[config.mk]
export PLATFORM = sky130hd
export DESIGN_NAME = jtpang_eeprom93
export DESIGN_NICKNAME = d
export VERILOG_FILES = /design/src/rtl/jtpang_eeprom_pkg.sv /design/src/rtl/jtpang_eeprom_ram.sv /design/src/rtl/jtpang_eeprom93.sv
export SDC_FILE = /design/constraint.sdc
export NUM_CORES = 1
export LEC_CHECK = 0
export BUFFER_PORTS_ARGS = -buffer_cell sky130_fd_sc_hd__buf_2
export CAP_MARGIN = 20
export CORE_ASPECT_RATIO = 0.75
export CORE_MARGIN = 8
export CORE_UTILIZATION = 42
export DETAILED_ROUTE_END_ITERATION = 8
export HOLD_SLACK_MARGIN = 0.12
export SLEW_MARGIN = 40
export SYNTH_ARGS = -nofsm -noshare
export SYNTH_HDL_FRONTEND = slang
export SYNTH_SLANG_ARGS = --single-unit
[constraint.sdc]
create_clock -name clk -period 5.7 [get_ports clk]
set_clock_uncertainty 0.05 [all_clocks]
set_input_delay 0.57 -clock clk [delete_from_list [all_inputs] [get_ports clk]]
set_output_delay 0.57 -clock clk [all_outputs]
set_load 0.01 [all_outputs]
[src/rtl/jtpang_eeprom_pkg.sv]
// jtpang_eeprom_pkg: 93C46 opcodes, extended-address codes and FSM states.
package jtpang_eeprom_pkg;
  localparam logic [1:0] OP_EXT   = 2'b00;
  localparam logic [1:0] OP_WRITE = 2'b01;
  localparam logic [1:0] OP_READ  = 2'b10;
  localparam logic [1:0] OP_ERASE = 2'b11;
  localparam logic [1:0] EX_EWDS  = 2'b00;
  localparam logic [1:0] EX_WRAL  = 2'b01;
  localparam logic [1:0] EX_ERAL  = 2'b10;
  localparam logic [1:0] EX_EWEN  = 2'b11;
  typedef enum logic [2:0] {IDLE, CMD, RDATA, WDATA, BUSY, WAITLOW} state_t;
endpackage

[src/rtl/jtpang_eeprom_ram.sv]
// jtpang_eeprom_ram: 64x16 storage; port A word/all-word side, port B byte side.
module jtpang_eeprom_ram (
  input  logic        clk,
  input  logic        i_a_we,
  input  logic        i_a_all,
  input  logic [5:0]  i_a_addr,
  input  logic [15:0] i_a_din,
  output logic [15:0] o_a_dout,
  input  logic        i_b_we,
  input  logic [6:0]  i_b_addr,
  input  logic [7:0]  i_b_din,
  output logic [7:0]  o_b_dout
);
  logic [15:0] w_mem [64];
  for (genvar w = 0; w < 64; w++) begin : g_word
    logic [15:0] r_word;
    assign w_mem[w] = r_word;
    // A serial commit wins; a byte write in the same cycle is dropped
    always_ff @(posedge clk)
      if (i_a_we) begin
        if (i_a_all || i_a_addr == 6'(w)) r_word <= i_a_din;
      end else if (i_b_we && i_b_addr[6:1] == 6'(w)) begin
        if (i_b_addr[0]) r_word[15:8] <= i_b_din;
        else r_word[7:0] <= i_b_din;
      end
  end
  assign o_a_dout = w_mem[i_a_addr];
  always_ff @(posedge clk)
    o_b_dout <= i_b_addr[0] ? w_mem[i_b_addr[6:1]][15:8] : w_mem[i_b_addr[6:1]][7:0];
endmodule

[src/rtl/jtpang_eeprom93.sv]
// jtpang_eeprom93: 93C46 serial EEPROM (x16) with busy/ready signalling.
// Byte dump/restore port is live only when JTPANG_EEPROM_DUMP_EN is defined.
module jtpang_eeprom93
  import jtpang_eeprom_pkg::*;
#(
  parameter int    WR_DLY  = 1024,
  parameter string SIMFILE = ""
) (
  input  logic       clk,
  input  logic       rst,
  input  logic       scs,
  input  logic       sclk,
  input  logic       sdi,
  output logic       sdo,
  input  logic [6:0] dump_addr,
  input  logic [7:0] dump_din,
  input  logic       dump_we,
  output logic [7:0] dump_dout
);
  localparam int BW = $clog2(WR_DLY + 1);
  // Contents preload is left to simulation wrappers
  localparam string simfile_unused = SIMFILE;
  state_t r_state, w_next;
  logic          r_sclk, r_wen, r_all, r_dout;
  logic [4:0]    r_cnt;
  logic [7:0]    r_cmd;
  logic [5:0]    r_addr;
  logic [15:0]   r_data;
  logic [BW-1:0] r_busy;
  logic          w_edge, w_we, w_all, w_bwe;
  logic [7:0]    w_cmd, w_bdin, w_bdout;
  logic [6:0]    w_baddr;
  logic [5:0]    w_aaddr;
  logic [15:0]   w_wdat, w_din, w_adout, w_word;
  assign w_edge  = scs & sclk & ~r_sclk;
  assign w_cmd   = {r_cmd[6:0], sdi};
  assign w_wdat  = {r_data[14:0], sdi};
  assign w_aaddr = (r_state == CMD) ? w_cmd[5:0] : r_addr;
  assign w_word  = (r_cnt == 5'd0) ? w_adout : r_data;
  assign sdo     = ~scs | ((r_state == RDATA) ? r_dout : (r_busy == '0));
  always_ff @(posedge clk or posedge rst)
    if (rst) r_state <= IDLE;
    else r_state <= w_next;
  always_comb begin
    w_next = r_state;
    w_we   = 1'b0;
    w_all  = 1'b0;
    w_din  = 16'hFFFF;
    if (!scs) w_next = IDLE;
    else case (r_state)
      IDLE:  if (w_edge && sdi && r_busy == '0) w_next = CMD;
      CMD:   if (w_edge && r_cnt == 5'd7) begin
        if (w_cmd[7:6] == OP_READ) w_next = RDATA;
        else if (w_cmd[7:6] == OP_WRITE || w_cmd[7:4] == {OP_EXT, EX_WRAL}) w_next = WDATA;
        else if (w_cmd[7:6] == OP_ERASE || w_cmd[7:4] == {OP_EXT, EX_ERAL}) begin
          w_next = r_wen ? BUSY : WAITLOW;
          w_we   = r_wen;
          w_all  = w_cmd[7:6] == OP_EXT;
        end else w_next = WAITLOW;
      end
      WDATA: if (w_edge && r_cnt == 5'd15) begin
        w_next = r_wen ? BUSY : WAITLOW;
        w_we   = r_wen;
        w_all  = r_all;
        w_din  = w_wdat;
      end
      BUSY:  if (r_busy < BW'(2)) w_next = WAITLOW;
      default: ;
    endcase
  end
  always_ff @(posedge clk or posedge rst)
    if (rst) begin
      r_sclk <= 1'b0;
      r_wen  <= 1'b0;
      r_all  <= 1'b0;
      r_dout <= 1'b0;
      r_cnt  <= '0;
      r_cmd  <= '0;
      r_addr <= '0;
      r_data <= '0;
      r_busy <= '0;
    end else begin
      r_sclk <= sclk;
      r_busy <= w_we ? BW'(WR_DLY) : (r_busy != '0 ? r_busy - 1'b1 : r_busy);
      if (r_state == IDLE) r_cnt <= '0;
      else if (w_edge) case (r_state)
        CMD: begin
          r_cmd  <= w_cmd;
          r_addr <= w_cmd[5:0];
          r_all  <= w_cmd[7:4] == {OP_EXT, EX_WRAL};
          r_dout <= 1'b0;
          r_cnt  <= (r_cnt == 5'd7) ? 5'd0 : r_cnt + 5'd1;
          if (r_cnt == 5'd7 && w_cmd[7:4] == {OP_EXT, EX_EWEN}) r_wen <= 1'b1;
          if (r_cnt == 5'd7 && w_cmd[7:4] == {OP_EXT, EX_EWDS}) r_wen <= 1'b0;
        end
        RDATA: begin
          r_dout <= w_word[15];
          r_data <= {w_word[14:0], 1'b0};
          r_cnt  <= (r_cnt == 5'd0) ? 5'd15 : r_cnt - 5'd1;
          if (r_cnt == 5'd1) r_addr <= r_addr + 6'd1;
        end
        WDATA: begin
          r_data <= w_wdat;
          r_cnt  <= r_cnt + 5'd1;
        end
        default: ;
      endcase
    end
`ifdef JTPANG_EEPROM_DUMP_EN
  assign w_bwe     = dump_we;
  assign w_baddr   = dump_addr;
  assign w_bdin    = dump_din;
  assign dump_dout = w_bdout;
`else
  logic w_unused_dump;
  assign w_bwe         = 1'b0;
  assign w_baddr       = '0;
  assign w_bdin        = '0;
  assign dump_dout     = 8'h00;
  assign w_unused_dump = ^{dump_addr, dump_din, dump_we, w_bdout};
`endif
  jtpang_eeprom_ram u_ram (
    .clk      (clk),
    .i_a_we   (w_we),
    .i_a_all  (w_all),
    .i_a_addr (w_aaddr),
    .i_a_din  (w_din),
    .o_a_dout (w_adout),
    .i_b_we   (w_bwe),
    .i_b_addr (w_baddr),
    .i_b_din  (w_bdin),
    .o_b_dout (w_bdout)
  );
endmodule

## After elaboration in Yosys (flattened, before gate mapping)

Index checks and enable logic that the tools add are counted.

- Bitwise gates (word level): 7
- Shift operators: 0
- Div/mod/pow operators: 0
- Order comparisons: 2
- Equal/unequal tests: 82
- Reductions and logical operators: 156
- Muxes and demuxes: 46
- $add $sub $neg: 4
- Multipliers: 0

Operators by type and width:

| kind | count |
|---|---|
| $eq 6x6->1 const B | 32 |
| $reduce_and 2->1 | 65 |
| $bmux 16 s6 | 1 |
| $eq 6x5->1 const B | 16 |
| $mux 16 | 6 |
| $logic_or 1x1->1 | 66 |
| $eq 6x4->1 const B | 8 |
| $pmux 16 s2 | 1 |
| $eq 6x3->1 const B | 4 |
| $mux 11 | 2 |
| $mux 3 | 7 |
| $mux 5 | 4 |
| $mux 1 | 17 |
| $pmux 5 s3 | 1 |
| $eq 6x2->1 const B | 2 |
| $mux 6 | 2 |
| $pmux 3 s4 | 1 |
| $pmux 6 s2 | 1 |
| $logic_not 11->1 | 1 |
| $lt 11x2->1 const B | 1 |
| $reduce_bool 11->1 | 1 |
| $sub 11x1->11 const B | 1 |
| $reduce_bool 2->1 | 5 |
| $ne 3x3->1 const B | 3 |
| other kinds (33) | 49 |

- Flip-flop bits (word level): 1076
- Memory bits (read-only): 0
- Latch bits: 0
- RAM bits: 0
- Logic and storage cells: 371
- Input bits: 21
- Memories: 0

## Logic depth before layout (Yosys ltp)

Gate-level depths: netlist (run 1).

- Depth in word-level cells: 10
- Mapped depth: 14
- Mapped depth without buffers: 8

## Cells and area by module

A second synthesis (run 1) with hierarchy kept.

- Cells, all modules: 3002
- Area total of the unflattened synthesis: 52678.0 um^2

Modules (own cells, without submodules):

| module | times used | area an instance (um^2) | seq. area each (um^2) | cells an instance |
|---|---|---|---|---|
| jtpang_eeprom_ram | 1 | 49507.5 | 30909.6 | 2663 |
| jtpang_eeprom93 | 1 | 3170.5 | 1301.2 | 339 |

## Worst setup path after synthesis (run 1)

No wires, ideal clock.

- Kind: register to register
- Start: reg r_state[0]
- End: reg u_ram.g_word[49].r_word[0] (enable)
- Arrival time: 3.152 ns
- Path slack: 2.104 ns
- Data required time: 5.256 ns
- Setup time: 0.394 ns
- Cell stages (with the launch flop): 11
- Buffers on the path: 5
- Cell sequence: dfrtp_1 buf_4 nor3b_4 buf_6 mux2_2 buf_2 buf_2 nor2_1 clkbuf_1 nand2_1 a21oi_1

- Cells in the longest elaborated chain, start to end: 5
- Elaborated cells on any way between the ends: 10
- Those cells by class: 3 x eq/ne; 5 x mux; 2 x reduce/logical

RTL lines:

| what | line | RTL |
|---|---|---|
| from (decl) | jtpang_eeprom93.sv:23 | `state_t r_state, w_next;` |
| from (signal assigned) | jtpang_eeprom93.sv:43 | `else r_state <= w_next;` |
| $eq 3x1->1 or $eq 3x2->1 (tied branches) | jtpang_eeprom93.sv:38, jtpang_eeprom93.sv:50 |  |
| $mux 6 or $pmux 1 s2 (tied branches) | jtpang_eeprom93.sv:38, jtpang_eeprom93.sv:50 |  |
| $eq 6x6->1 or $mux 1 (tied branches) | jtpang_eeprom_ram.sv:21, jtpang_eeprom93.sv:49 |  |
| $logic_or 1x1->1 | jtpang_eeprom_ram.sv:21 | `if (i_a_all \|\| i_a_addr == 6'(w)) r_word <= i_a_din;` |
| $reduce_and 2->1 (no source line) * | - |  |
| to (signal assigned) | jtpang_eeprom_ram.sv:21 |  |
| to (signal assigned) | jtpang_eeprom_ram.sv:24 | `else r_word[7:0] <= i_b_din;` |
| to (decl) | jtpang_eeprom_ram.sv:16 | `logic [15:0] r_word;` |

Mark *: on every way between the ends. The rest lies on a longest branch, timed or not.
A chain may end at the register's enable or synchronous reset.

## Worst setup path in the final report (run 1)

- Start: reg r_state[0]
- End: reg r_data[6]

- Cells in the longest elaborated chain, start to end: 8
- Elaborated cells on any way between the ends: 14
- Those cells by class: 3 x eq/ne; 6 x mux; 2 x bitwise; 3 x reduce/logical

RTL lines:

| what | line | RTL |
|---|---|---|
| $eq 3x1->1 | jtpang_eeprom93.sv:38 | `assign w_aaddr = (r_state == CMD) ? w_cmd[5:0] : r_addr;` |
| $mux 6 | jtpang_eeprom93.sv:38 |  |
| $not 6->7 (implied by the code) | jtpang_eeprom_ram.sv:27 | `assign o_a_dout = w_mem[i_a_addr];` |
| $bmux 16 s6 | jtpang_eeprom_ram.sv:27 |  |
| $mux 16 (implied by the code) (2 in series) | jtpang_eeprom_ram.sv:27 |  |
| $mux 16 | jtpang_eeprom93.sv:39 | `assign w_word = (r_cnt == 5'd0) ? w_adout : r_data;` |
| $pmux 16 s2 | jtpang_eeprom93.sv:86 | `else if (w_edge) case (r_state)` |
| to (signal assigned) | jtpang_eeprom93.sv:98 | `r_data <= {w_word[14:0], 1'b0};` |
| to (signal assigned) | jtpang_eeprom93.sv:103 | `r_data <= w_wdat;` |
| to (decl) | jtpang_eeprom93.sv:28 | `logic [15:0] r_data;` |

Several ways; a longest one is shown, not always the timed one. The select of a mux whose other input is x is not followed.

==> results.yml, run 1 <==
status:
  status: "finished clean"
sta:
  min_period_ns: 4.64
  worst_pin_slew_ns: 0.961
  finalMaxSlewViolations: 0
  rsz0062_at_grt: "no"
  max_slew_margin_pct: 35.1
  setup-violations-final: 0
  setup_tns_ns: 0
  period_share_pct: 81.5
  holdWs_ns: 0.219
  hold_viol_final: 0
  layout_setup_ws_ns: 1.06
  fmax_ghz: 0.215
job:
  drv_cap: 0
global_route:
  grt_overflow: 0
  grt_pass1_wl_mm: 169
  track_usage_pct: 19.9
  antenna_found_initial: 2
  grt_start_max_net_pins: 116
  grt_pass1_vias: 24500
finish:
  final_layout_size_suffix_gt1_share_pct: 13.5
  nets: 2957
  syn_to_final_growth_pct: 12.3
  fillers: 8714
clocking:
  clk_latency_ns: 0.70
  htree_levels: 3
  clkTransAtPathRegs_ns: 0.07
  cts.sinks: 1076
  cts_tree: "yes"
  cts_buffer_depth: 3
  root_buffer: "clkbuf_16"
  ctsResizeCount: 0
  numCtsBuffers: 101
floorplanning:
  rows: 102
  die_x_um: 387
  dieArea_um2: 114000
  initial_core_util_pct: 42.2
  fp.dieH_um: 294
  core_um2: 103000
  io_pins: 30
synth:
  syn_area_per_cell_um2: 15.3
  ys_top_cells_by_area: "edfxtp_1, mux2i_1, nand2_1, dfrtp_1, o22ai_1"
  synth_edf_count: 1024
  yosysWarningCount: 0
  synth_top_flop_cell: "edfxtp_1"
  yosysTopAreaCell: "edfxtp_1"
  synth_seq_cells: 1076
  async_flop_share_pct: 4.83
  ys_types: 81
  ys_seq_area_share_pct: 73.9
  synth_cells: 2840
  netlist.area_leader.share_pct: 70.9
  syn_area_um2: 43400
drt:
  routed-via-count: 25800
  wl_per_cell_um: 26.9
  finalWirelength_mm: 118
  ant_nets: 0
  first_pass_iters: 7
  viasPerCell: 5.90
  detail_route.iter0.violations: 3064
  drc: 0
power:
  leakagePower_nw: 19.2
  ir_drop_uv: 237
  power.density_nw_per_um2: 315
  power_mw: 15.3
worst_setup_path:
  r2r-end: "r_data[6]$_DFFE_PP0P_"
  crit_required_ns: 6.18
  rr_startpoint: "r_state[0]$_DFFE_PP0P_"
  critPathMaxFanout: 22
  path_cells: "or3b_4, and3_4, a31oi_4, nand2b_1, buf_4, o22ai_1, o41ai_1, a31oi_1"
  crit_arrival_ns: 5.12
  worstSetupStartpointType: "flop"
  r2r_cells: 8
  crit_path_end_kind: "flop"
  rrSetupSlack_ns: 1.06
  crit_path_max_incr_delay_ns: 0.86
  criticalPathCategory: "flop to flop"
  slowest_stage: "o41ai_1"
hold_path:
  holdPathStages: 3
  min_to: "r_data[0]$_DFFE_PP0P_"
  min_from: "sdi"
  min_path_type: "input port to flop"
placed_design:
  portBuffers: 5
  dp_hpwl_mm: 72.5
  dp_worst_setup_slack_ns: 1.20
  gp_congestion: 0.917
-- worst max-delay path by stage --
stage                                start                                   end  slack [ns]  cells past startpoint
floorplan           r_state[0]$_DFFE_PP0P_  u_ram.g_word[49].r_word[0]$_DFFE_PP_        2.10                     10
global placement    r_state[0]$_DFFE_PP0P_                 r_data[7]$_DFFE_PP0P_        1.23                      8
detailed placement  r_state[0]$_DFFE_PP0P_                 r_data[6]$_DFFE_PP0P_        1.20                      8
CTS                 r_state[0]$_DFFE_PP0P_                 r_data[6]$_DFFE_PP0P_        1.21                      8
global route        r_state[0]$_DFFE_PP0P_  u_ram.g_word[59].r_word[3]$_DFFE_PP_        0.89                      8
finish              r_state[0]$_DFFE_PP0P_                 r_data[6]$_DFFE_PP0P_        1.06                      8
-- cell usage in the layout (no fill, tap or decap), types with 18 or more instances in the layout --
cell type	count
edfxtp_1	1024
nand2_1	450
mux2i_1	271
buf_4	139
o22ai_1	136
a21oi_1	126
clkbuf_16	102
nand3_1	95
nor2_1	64
dfrtp_1	52
a31oi_1	42
clkbuf_1	33
o21ai_0	28
mux4_2	27
nand4_1	23
a21oi_2	22
a32oi_1	21
and3_1	19
o41ai_1	18
clkinv_1	18
-- metrics by stage --
step                area (um^2)  utilization (%)  cells
floorplan                 43400                -   2847
finish                    48700             47.4   4368
global route              48700             47.3   4366
CTS                       48700             47.3   4365
global placement          45400             44.2   4173
detailed placement        45500             44.3   4174
-- area by class of cell --
class	count	area, um^2	area share (%)
sequential	1076	32100	65.8
antenna	2	5.00	0.0103
clock inverter	47	338	0.694
inverter	9	33.8	0.0694
timing repair buffer	157	1290	2.66
clock buffer	141	2760	5.66
multi-input combinational	1584	10500	21.6
tap	1352	1690	3.47
-- worst max-delay path: cells and delay by family (launching register included) --
family	cells	cell delay, ns
buffers and inverters	1	0.46
and+or+nand+nor	3	1.56
AOI/OAI and AO/OA	4	1.63
DFF	1	0.77
-- synthesized netlist by cell type (28+ instances only) --
cell / number
buf_4: 28
edfxtp_1: 1024
nand2b_1: 28
mux2i_1: 274
a31oi_1: 42
clkbuf_1: 81
a21oi_1: 148
buf_2: 33
dfrtp_1: 52
o21ai_0: 31
nor2_1: 67
nand2_1: 451
o22ai_1: 136
nand3_1: 96
-- cell families after synthesis --
| logic type | count (synthesis) | synth area share, % |
|---|---|---|
| buffers and inverters | 187 | 2.60 |
| XOR/XNOR | 10 | 0.202 |
| AO/OA/AOI/OAI | 498 | 7.46 |
| AND/OR/NAND/NOR | 748 | 7.59 |
| adder cells (fa/ha/maj) | 7 | 0.202 |
| other | 1 | 0.00865 |
| multiplexers | 313 | 8.04 |
| flip-flops | 1076 | 73.9 |
-- registers in the layout, summed over array words and instances (netlist names) --
signal	cells
r_cnt	5
r_wen	1
r_cmd	7
r_busy	11
r_dout	1
r_all	1
r_sclk	1
r_data	16
r_state	3
r_addr	6
u_ram.g_word.r_word	1024
-- power breakdown --
group / switching (mW) / internal, mW
registers: 0.0163 / 8.54
clock network: 2.87 / 3.52
logic: 0.264 / 0.125
total: 3.15 / 12.2
-- routing by layer --
| layer | GRT usage (%) | vias to the layer above | part of all wire (%) |
|---|---|---|---|
| li1 | - | 11200 | - |
| met1 | 28.9 | 13200 | 44 |
| met2 | 28.9 | 1167 | 43 |
| met3 | 5.22 | 231 | 9.5 |
| met4 | 7.40 | 2 | 3.8 |
| met5 | 0 | - | 0.011 |
-- repair_timing --
| item | CTS | global route |
|---|---|---|
| hold buffers | 3 | 0 |
| setup buffers | 0 | 0 |
| hold endpoints to repair | 54 | 0 |
Power figures use the tool's default switching activity.
==> run 2, diff against run 1 <==
==> constraint.sdc (replaced) <==
create_clock -name clk -period 4.6 [get_ports clk]
set_clock_uncertainty 0.05 [all_clocks]
set_input_delay 0.46 -clock clk [delete_from_list [all_inputs] [get_ports clk]]
set_output_delay 0.46 -clock clk [all_outputs]
set_load 0.01 [all_outputs]
==> run 2 against run 1 <==
Compared with the run above:
- setup slack got worse by 0.43 ns
- sequential cell count unchanged
- largest cell class unchanged
- critical path type unchanged
- sequential share of layout area decreased by 0.62 points
==> results.yml, run 2 (synthesis results as in run 1) <==
job:
  drv_cap: 0
placed_design:
  dp_hpwl_mm: 73.6
  placed_area_um2: 45800
  place_inst: 4217
  gp_congestion: 0.923
  portBuffers: 5
sta:
  fmax_ghz: 0.252
  setup-violations-final: 0
  worst_pin_slew_ns: 0.928
  setup_tns_ns: 0
  finalMaxSlewViolations: 0
  period_share_pct: 86.4
  max_slew_margin_pct: 38.2
  hold_viol_final: 0
  min_period_ns: 3.98
  rsz0062_at_grt: "no"
  holdWs_ns: 0.376
finish:
  layout_commonest_cell: "edfxtp_1"
  syn_to_final_growth_pct: 13.4
  multi_input_area_um2: 10500
  finalNonFillerCells: 4413
  largest_register_ff_count: 1024
  nets: 3002
  regMostFlops: "u_ram.g_word.r_word"
  final_cell_mix: "edfxtp_1, nand2_1, mux2i_1, buf_4, o22ai_1"
  final_layout_size_suffix_gt1_share_pct: 14.8
  fillers: 8663
  stdcell_area_um2: 49200
  regArea_um2: 32100
  largestRegisters: "u_ram.g_word.r_word: 1024 flops, r_data: 16 flops, r_busy: 11 flops"
worst_setup_path:
  critPathTopFamily: "simple AND/OR/NAND/NOR gates"
  crit_buf_inv: 1
  critPathMaxFanout: 22
  slowest_stage: "or3b_4"
  crit_arrival_ns: 4.49
  crit_required_ns: 5.11
  crit_path_max_incr_delay_ns: 0.61
  crit_path_end_kind: "flop"
  criticalPathCategory: "flop to flop"
  worstSetupStartpointType: "flop"
  path_cells: "or3b_4, a31oi_2, nand2b_1, buf_4, o22ai_1, or4_1, a221oi_1, a31oi_1"
drt:
  drc: 0
  viasPerCell: 5.87
  met3_length_mm: 12.1
  wl_per_cell_um: 26.6
  detail_route.iter0.violations: 2991
  finalWirelength_mm: 118
  wl_met2_mm: 51.2
  routed-via-count: 25900
  ant_nets: 0
  wl_met1_mm: 50.6
  top_layer: "met4"
  first_pass_iters: 8
global_route:
  track_usage_pct: 20.0
  grt_pass1_wl_mm: 169
  antenna_found_initial: 4
  grt_start_max_net_pins: 98
  grt_pass1_vias: 24700
  grt_overflow: 0
floorplanning:
  io_pins: 30
  die_x_um: 387
  fp.dieH_um: 294
  initial_core_util_pct: 42.2
  dieArea_um2: 114000
  rows: 102
  core_um2: 103000
clocking:
  htree_levels: 3
  cts_setup_buffers: 0
  cts.sinks: 1076
  ctsResizeCount: 0
  root_buffer: "clkbuf_16"
  clkTransAtPathRegs_ns: 0.06
  numCtsBuffers: 102
  cts_tree: "yes"
  cts_hold_buf: 4
  clk_latency_ns: 0.71
  cts_buffer_depth: 3
power:
  power_frac_seq_pct: 55.0
  intPower_mw: 15.3
  switchingPower_mw: 4.01
  power_mw: 19.3
  p_sw_share_pct: 20.8
  power.share.clock_pct: 42.5
  power.density_nw_per_um2: 392
  leakagePower_nw: 19.5
  combPwrFrac_pct: 2.6
  ir_drop_uv: 350
hold_path:
  min_path_type: "input port to flop"
status:
  status: "finished clean"
==> run 2: cell types whose count changed in the layout (fill, tap and decap cells not counted), sizes merged <==
cell,before,now
buf,154,197
bufinv,3,7
clkbuf,141,124
clkinv,36,50
clkinvlp,4,5
diode,2,1
dlygate4sd3,3,4
==> run 2: final cells by class <==
| type | instances | area share, % |
|---|---|---|
| clock buffer | 124 | 5.40 |
| multi-input combinational | 1584 | 21.3 |
| inverter | 9 | 0.0687 |
| sequential | 1076 | 65.2 |
| tap | 1352 | 3.44 |
| clock inverter | 66 | 1.19 |
| timing repair buffer | 201 | 3.38 |
| antenna | 1 | 0.00509 |
==> run 2: layer usage <==
metal | GRT usage, % | vias up
met5 | 0 | -
met4 | 6.63 | 0
met3 | 5.28 | 202
met2 | 29.9 | 1267
met1 | 28.5 | 13100
li1 | - | 11300
==> run 2: power groups by stage <==
stage	logic, mW	clock network, mW	registers (mW)
2_1_floorplan	0.350	0	10.8
3_3_place_gp	0.471	0	10.8
3_5_place_dp	0.480	0	10.8
4_1_cts	0.483	8.33	10.6
5_1_grt	0.519	8.70	10.6
6_report	0.492	8.19	10.6
==> run 2: per-stage QoR <==
stage,worst slack [ns],util [%]
global route,0.563,47.8
floorplan,1.00,-
finish,0.624,47.8
global placement,0.790,44.5
CTS,0.753,47.8
detailed placement,0.765,44.6
==> run 2: worst paths after layout <==
path / from / cells past startpoint / end / slack, ns
max: r_state[0]$_DFFE_PP0P_ / 8 / r_data[14]$_DFFE_PP0P_ / 0.62
min: sclk / 2 / r_sclk$_DFF_PP0_ / 0.38
max reg2reg: r_state[0]$_DFFE_PP0P_ / 8 / r_data[14]$_DFFE_PP0P_ / 0.62
min reg2reg: r_busy[10]$_DFFE_PP0P_ / 1 / r_busy[10]$_DFFE_PP0P_ / 0.48
max in group asynchronous: rst / 4 / r_data[13]$_DFFE_PP0P_ / 3.52
min in group asynchronous: rst / 4 / r_busy[5]$_DFFE_PP0P_ / 0.48
==> run 2: worst reg2reg max path, cell delays in order (launching register included) <==
cell      delay (ns)
dfrtp_1         0.54
or3b_4          0.61
a31oi_2         0.61
nand2b_1        0.41
buf_4           0.23
o22ai_1         0.09
or4_1           0.57
a221oi_1        0.58
a31oi_1         0.14
